`src/rtl/sram_like_arbiter_if.sv`:
```
// sram-like bus bundle shared by the CPU masters and the slave port.
// master: drives req/wr/size/wstrb/addr/wdata; slave: drives addr_ok/data_ok/rdata.
interface sram_like_arbiter_if #(
  parameter int ADDR_W = 32
);
  logic              req;
  logic              wr;
  logic [1:0]        size;
  logic [3:0]        wstrb;
  logic [ADDR_W-1:0] addr;
  logic [ADDR_W-1:0] wdata;
  logic              addr_ok;
  logic              data_ok;
  logic [ADDR_W-1:0] rdata;

  modport master (
    output req, wr, size, wstrb, addr, wdata,
    input  addr_ok, data_ok, rdata
  );

  modport slave (
    input  req, wr, size, wstrb, addr, wdata,
    output addr_ok, data_ok, rdata
  );
endinterface

```
`src/rtl/sram_like_arbiter.sv`:
```
// Two-master sram-like arbiter: inst/data share one slave port.
// Address phase is arbitrated and locked until handshake; an in-order
// owner FIFO steers each data_ok/rdata back to the requesting master.
// Ports: clk, resetn (async, active low), inst/data (slave modports,
// CPU side), s (master modport, memory side), outstanding (FIFO
// occupancy), err_orphan (sticky: s.data_ok seen with FIFO empty).
// Option: define ARB_ROUND_ROBIN_EN for round-robin between masters;
// default is fixed priority, data over inst.
module sram_like_arbiter #(
  parameter int MAX_OUTSTANDING = 2,
  parameter int ADDR_W          = 32
) (
  input  logic                         clk,
  input  logic                         resetn,
  sram_like_arbiter_if.slave           inst,
  sram_like_arbiter_if.slave           data,
  sram_like_arbiter_if.master          s,
  output logic [$clog2(MAX_OUTSTANDING):0] outstanding,
  output logic                         err_orphan
);

  localparam int PW = (MAX_OUTSTANDING > 1) ?
                      $clog2(MAX_OUTSTANDING) : 1;
  localparam int CW = $clog2(MAX_OUTSTANDING) + 1;

  // owner encoding: 0 = inst, 1 = data
  logic                       lock_q, lock_d;
  logic                       lown_q, lown_d;
  logic [MAX_OUTSTANDING-1:0] fifo_q;
  logic [PW-1:0]              wptr_q, rptr_q;
  logic [CW-1:0]              cnt_q;
  logic                       err_q;
`ifdef ARB_ROUND_ROBIN_EN
  logic                       rr_q;
`endif

  logic full, empty;
  logic gnt, greq;
  logic s_req, hs, pop, head;

  function automatic logic [PW-1:0] inc(input logic [PW-1:0] p);
    return (p == PW'(MAX_OUTSTANDING - 1)) ? '0 : p + 1'b1;
  endfunction

  assign full  = (cnt_q == CW'(MAX_OUTSTANDING));
  assign empty = (cnt_q == '0);

  always_comb begin
    gnt = 1'b0;
    if (lock_q)
      gnt = lown_q;
`ifdef ARB_ROUND_ROBIN_EN
    else if (data.req && inst.req)
      gnt = rr_q;
`endif
    else if (data.req)
      gnt = 1'b1;
    else
      gnt = 1'b0;
  end

  assign greq  = gnt ? data.req : inst.req;
  // resetn gating keeps every handshake low while reset is held
  assign s_req = resetn & greq & ~full;
  assign hs    = s_req & s.addr_ok;
  assign pop   = resetn & s.data_ok & ~empty;
  assign head  = fifo_q[rptr_q];

  assign s.req   = s_req;
  assign s.wr    = gnt ? data.wr    : inst.wr;
  assign s.size  = gnt ? data.size  : inst.size;
  assign s.wstrb = gnt ? data.wstrb : inst.wstrb;
  assign s.addr  = gnt ? data.addr  : inst.addr;
  assign s.wdata = gnt ? data.wdata : inst.wdata;

  assign inst.addr_ok = hs & ~gnt;
  assign data.addr_ok = hs &  gnt;
  assign inst.data_ok = pop & ~head;
  assign data.data_ok = pop &  head;
  assign inst.rdata   = s.rdata;
  assign data.rdata   = s.rdata;

  assign outstanding = cnt_q;
  assign err_orphan  = err_q;

  // Lock holds the grant across a stalled address phase; a locked
  // master dropping req is tolerated by releasing the lock.
  always_comb begin
    lock_d = lock_q;
    lown_d = lown_q;
    if (hs) begin
      lock_d = 1'b0;
    end else if (s_req) begin
      lock_d = 1'b1;
      lown_d = gnt;
    end else if (lock_q && !greq) begin
      lock_d = 1'b0;
    end
  end

  always_ff @(posedge clk or negedge resetn) begin
    if (!resetn) begin
      lock_q <= 1'b0;
      lown_q <= 1'b0;
      fifo_q <= '0;
      wptr_q <= '0;
      rptr_q <= '0;
      cnt_q  <= '0;
      err_q  <= 1'b0;
`ifdef ARB_ROUND_ROBIN_EN
      rr_q   <= 1'b0;
`endif
    end else begin
      lock_q <= lock_d;
      lown_q <= lown_d;
      if (hs) begin
        fifo_q[wptr_q] <= gnt;
        wptr_q         <= inc(wptr_q);
      end
      if (pop)
        rptr_q <= inc(rptr_q);
      if (hs && !pop)
        cnt_q <= cnt_q + 1'b1;
      else if (pop && !hs)
        cnt_q <= cnt_q - 1'b1;
      if (s.data_ok && empty)
        err_q <= 1'b1;
`ifdef ARB_ROUND_ROBIN_EN
      if (hs)
        rr_q <= ~gnt;
`endif
    end
  end

endmodule

```
`src/flat_wrapper.sv`:
```
// flat-port wrapper written by rule: the top's interface ports become plain ports
module sram_like_arbiter_flat 
#(
  parameter int MAX_OUTSTANDING = 2,
  parameter int ADDR_W          = 32
)
  (clk, resetn, outstanding, err_orphan, inst_req, inst_wr, inst_size, inst_wstrb, inst_addr, inst_wdata, inst_addr_ok, inst_data_ok, inst_rdata, data_req, data_wr, data_size, data_wstrb, data_addr, data_wdata, data_addr_ok, data_data_ok, data_rdata, s_req, s_wr, s_size, s_wstrb, s_addr, s_wdata, s_addr_ok, s_data_ok, s_rdata);
  sram_like_arbiter_if #(.ADDR_W(ADDR_W)) inst_i ();
  sram_like_arbiter_if #(.ADDR_W(ADDR_W)) data_i ();
  sram_like_arbiter_if #(.ADDR_W(ADDR_W)) s_i ();
  input  logic clk;
  input  logic resetn;
  output logic [$clog2(MAX_OUTSTANDING):0] outstanding;
  output logic err_orphan;
  input wire logic [$bits(inst_i.req)-1:0] inst_req;
  input wire logic [$bits(inst_i.wr)-1:0] inst_wr;
  input wire logic [$bits(inst_i.size)-1:0] inst_size;
  input wire logic [$bits(inst_i.wstrb)-1:0] inst_wstrb;
  input wire logic [$bits(inst_i.addr)-1:0] inst_addr;
  input wire logic [$bits(inst_i.wdata)-1:0] inst_wdata;
  output wire logic [$bits(inst_i.addr_ok)-1:0] inst_addr_ok;
  output wire logic [$bits(inst_i.data_ok)-1:0] inst_data_ok;
  output wire logic [$bits(inst_i.rdata)-1:0] inst_rdata;
  input wire logic [$bits(data_i.req)-1:0] data_req;
  input wire logic [$bits(data_i.wr)-1:0] data_wr;
  input wire logic [$bits(data_i.size)-1:0] data_size;
  input wire logic [$bits(data_i.wstrb)-1:0] data_wstrb;
  input wire logic [$bits(data_i.addr)-1:0] data_addr;
  input wire logic [$bits(data_i.wdata)-1:0] data_wdata;
  output wire logic [$bits(data_i.addr_ok)-1:0] data_addr_ok;
  output wire logic [$bits(data_i.data_ok)-1:0] data_data_ok;
  output wire logic [$bits(data_i.rdata)-1:0] data_rdata;
  output wire logic [$bits(s_i.req)-1:0] s_req;
  output wire logic [$bits(s_i.wr)-1:0] s_wr;
  output wire logic [$bits(s_i.size)-1:0] s_size;
  output wire logic [$bits(s_i.wstrb)-1:0] s_wstrb;
  output wire logic [$bits(s_i.addr)-1:0] s_addr;
  output wire logic [$bits(s_i.wdata)-1:0] s_wdata;
  input wire logic [$bits(s_i.addr_ok)-1:0] s_addr_ok;
  input wire logic [$bits(s_i.data_ok)-1:0] s_data_ok;
  input wire logic [$bits(s_i.rdata)-1:0] s_rdata;
  assign inst_i.req = inst_req;
  assign inst_i.wr = inst_wr;
  assign inst_i.size = inst_size;
  assign inst_i.wstrb = inst_wstrb;
  assign inst_i.addr = inst_addr;
  assign inst_i.wdata = inst_wdata;
  assign inst_addr_ok = inst_i.addr_ok;
  assign inst_data_ok = inst_i.data_ok;
  assign inst_rdata = inst_i.rdata;
  assign data_i.req = data_req;
  assign data_i.wr = data_wr;
  assign data_i.size = data_size;
  assign data_i.wstrb = data_wstrb;
  assign data_i.addr = data_addr;
  assign data_i.wdata = data_wdata;
  assign data_addr_ok = data_i.addr_ok;
  assign data_data_ok = data_i.data_ok;
  assign data_rdata = data_i.rdata;
  assign s_req = s_i.req;
  assign s_wr = s_i.wr;
  assign s_size = s_i.size;
  assign s_wstrb = s_i.wstrb;
  assign s_addr = s_i.addr;
  assign s_wdata = s_i.wdata;
  assign s_i.addr_ok = s_addr_ok;
  assign s_i.data_ok = s_data_ok;
  assign s_i.rdata = s_rdata;
  sram_like_arbiter #(.MAX_OUTSTANDING(MAX_OUTSTANDING), .ADDR_W(ADDR_W)) u_core (.clk(clk), .resetn(resetn), .inst(inst_i), .data(data_i), .s(s_i), .outstanding(outstanding), .err_orphan(err_orphan));
endmodule
```
`config.mk`:
```
export PLATFORM = sky130hd
export DESIGN_NAME = sram_like_arbiter_flat
export DESIGN_NICKNAME = d
export VERILOG_FILES = /design/src/rtl/sram_like_arbiter_if.sv /design/src/rtl/sram_like_arbiter.sv /design/src/flat_wrapper.sv
export SDC_FILE = /design/constraint.sdc
export NUM_CORES = 1
export LEC_CHECK = 0
export ABC_AREA = 1
export ABC_CLOCK_PERIOD_IN_PS = 2400
export CORE_AREA = 2 2 126 128
export CTS_CLUSTER_DIAMETER = 150
export DETAILED_ROUTE_END_ITERATION = 6
export DIE_AREA = 0 0 128 130
export GPL_ROUTABILITY_DRIVEN = 0
export SLEW_MARGIN = 10
export SYNTH_ARGS = -nofsm -noshare
export SYNTH_HDL_FRONTEND = slang
export SYNTH_SLANG_ARGS = --single-unit
```
`constraint.sdc`:
```
create_clock -name clk -period 2.4 [get_ports clk]
set_input_delay 0.72 -clock clk [delete_from_list [all_inputs] [get_ports clk]]
set_output_delay 0.72 -clock clk [all_outputs]
set_load 0.02 [all_outputs]
```
==> flow_metrics.py <==
metrics = {
    "outcome": {
        "status": "completed",
    },
    "worst_setup_path": {
        "endpoint_kind": "output pin",
        "critical_path.slowest_cell": "buf_6",
        "ff2ff_setup_slack_ns": 0.36,
        "worstPathArrival_ns": 1.64,
        "crit_path_end": "s_wdata[17]",
        "crit_buf_inv": 4,
        "rr_worst_depth": 11,
        "critical_path_peak_fanout": 17,
        "max_stage_delay_ns": 0.15,
        "crit_type": "in -> out",
        "crit_family": "buffers and inverters",
        "crit_start": "data_req",
        "critPathLaunchType": "input pin",
        "crit_required_ns": 1.68,
        "cp_num_cells": 8,
        "path_cells": "buf_2 -> nand2_4 -> nand2_8 -> buf_6 -> buf_12 -> nand2_1 -> nand2_1 -> buf_6",
        "reg2reg_to": "u_core.outstanding[1]",
        "crit-reg2reg-launch": "u_core.lock_q",
    },
    "placed_design": {
        "dpl.hpwl_um": 7820,
        "portBuffers": 226,
        "placed_cells": 707,
    },
    "synthesis": {
        "synth_top_area_share_pct": 44.39,
        "synth_edf_count": 0,
        "syn_avg_cell_area_sq_um": 5.382,
        "ys_ff_latch": 9,
        "async_reset_ff_share_pct": 100.0,
        "yosysMostFrequentCell": "nand2_1",
        "yosysSeqAreaShare_pct": 11.89,
        "synth-main-ff-cell": "dfrtp_1",
        "syn_nets": 533,
        "synth_top_area_cell": "nand2_1",
        "syn_inst": 352,
        "yosysWarnings": 0,
        "ys_top_cells_by_count": "nand2_1, buf_4, buf_2, dfrtp_1, inv_1",
        "synth_area_leaders": "nand2_1, buf_4, dfrtp_1",
        "synthDistinctLibCells": 22,
        "syn_area_sq_um": 1894,
    },
    "final_layout": {
        "n_fill_cell": 1720,
        "area_growth_pct": 130.8,
        "multi_input_area_sq_um": 1142,
        "final_net_count": 719,
        "fin_cells": 729,
        "seq_area_sq_um": 225.2,
        "drive_gt1_share_pct": 27.75,
        "final_core_util_pct": 28.35,
        "diodes": 0,
    },
    "hold_path": {
        "hold_class": "reg -> reg",
    },
    "sta": {
        "drv_slew": 0,
        "rsz0062_at_grt": "yes",
        "max_freq_mhz": 423.8,
        "tightest_slew_ns": 0.2644,
        "finalCritPeriodShare_pct": 98.32,
        "min_period_ns": 2.360,
        "hold_slack_ns": 0.4567,
        "max_slew_margin_pct": 82.19,
        "skew_ns": 0.001779,
        "setup_viol": 0,
        "fin_tns_setup_ns": 0,
        "hold_viol": 0,
    },
    "pwr": {
        "p_leak_uw": 0.002197,
        "worst_ir_drop_vdd_v": 0.0003562,
        "power_density_nw_per_um2": 754.8,
    },
    "global_routing": {
        "grt_pass1_vias": 2624,
        "grt_usage_pct": 12.48,
        "grt_max_degree": 21,
        "overflow": 0,
        "grt_pass1_wl_um": 15610,
        "antenna_found_initial": 0,
    },
    "floorplanning": {
        "core_sq_um": 15420,
        "die_y_um": 130,
        "rows": 46,
        "dieArea_sq_um": 16640,
        "initial_utilization_pct": 12.28,
        "fp.dieW_um": 128,
        "num_io_pins": 323,
    },
    "drt": {
        "dr_total_vias": 2687,
        "drt_iter0_markers": 38,
        "drt-total-wl_um": 11210,
        "drtAntennaViolNets": 0,
        "via_per_inst": 3.686,
        "drcViolationCount": 0,
        "firstDrtPassIters": 4,
        "wl_per_cell_um": 15.38,
    },
    "clock_tree": {
        "cts_buffers": 3,
        "htree_levels": 1,
        "clockBufferDepth": 2,
        "clock_sinks": 9,
        "cts_tree": "built",
        "clk-insertion-delay-late_ns": 0.24,
        "clkTransAtPathRegs_ns": 0.04,
        "root_buffer": "clkbuf_16",
    },
    "run": {
        "max_cap_viol_count": 0,
    },
}
[worst min-delay path by stage]
stage	startpoint	to	slack, ns	cells past startpoint
final	u_core.err_orphan	u_core.err_orphan	0.46	1
after global routing	u_core.err_orphan	u_core.err_orphan	0.49	1
after CTS	u_core.err_orphan	u_core.err_orphan	0.46	1
after detailed placement	u_core.err_orphan	u_core.err_orphan	0.45	1
after global placement	u_core.err_orphan	u_core.err_orphan	0.45	1
after floorplan	resetn	u_core.err_orphan	0.42	0
[cell type report]
type	instances	area share, %
clock buffer	4	1.803
inverter	10	1.144
multi-input combinational	254	26.12
sequential	9	5.150
tap	192	5.494
timing repair buffer	260	60.29
[registers in the layout, indices dropped and copies added, names as in the netlist]
register            flops
u_core.fifo_q           2
u_core.outstanding      2
u_core.err_orphan       1
u_core.lock_q           1
u_core.lown_q           1
u_core.rptr_q           1
u_core.wptr_q           1
[metal layers]
metal	track usage [%]	up-vias	part of all wire [%]
met1	15.08	1125	40
met2	21.45	183	48
met4	1.939	0	1.0
li1	-	1363	-
met5	0	-	0
met3	4.920	16	11
[report_power, final]
part	leakage, uW	switching, uW	internal (uW)
clock	0.0000382	74.5	222
sequential	0.000107	50.9	216
combinational	0.00205	1410	1330
total	0.00220	1530	1770
[cells in the final DEF, fill, tap and decap left out, types with 2 or more instances in the layout]
cell type        instances
inv_1                    8
nand2_1                201
o21ai_0                  4
buf_2                   28
buf_8                    2
nand2_4                  4
nor2_2                   2
buf_16                   7
buf_4                   35
dfrtp_1                  9
xor2_1                   2
nand4_1                  4
clkbuf_16                3
clkdlybuf4s50_1        147
dlygate4sd2_1            2
buf_6                   31
nand2_2                 22
nor2_1                   4
buf_12                   7
[through the flow]
stage,instance area [sq um],setup slack (ns),power (uW)
after floorplan,1894,0.1524,1548
after global placement,3981,-0.8031,2581
after detailed placement,3981,-0.8126,2577
after CTS,4362,-0.005770,3370
after global routing,4373,-0.02181,3543
final,4373,0.04037,3301
[cell families (layout without fill, tap and decap cells)]
group,after synthesis,after routing,share of synthesized area (%)
AND/OR/NAND/NOR,242,242,49.74
adder cells (fa/ha/maj),1,1,0.6604
AO/OA/AOI/OAI,8,8,3.039
flip-flops,9,9,11.89
buffers and inverters,89,274,33.29
XOR/XNOR,3,3,1.387
[what timing repair did]
action                                  4_1_cts  5_1_grt
hold endpoints to repair                      0        0
endpoints found under the setup margin       77       53
hold buffers                                  0        0
buffers inserted                             12        0
pin swaps                                    14        3
gates resized for setup                     402       29
cloned                                       10        0
Power figures use the tool's default switching activity.
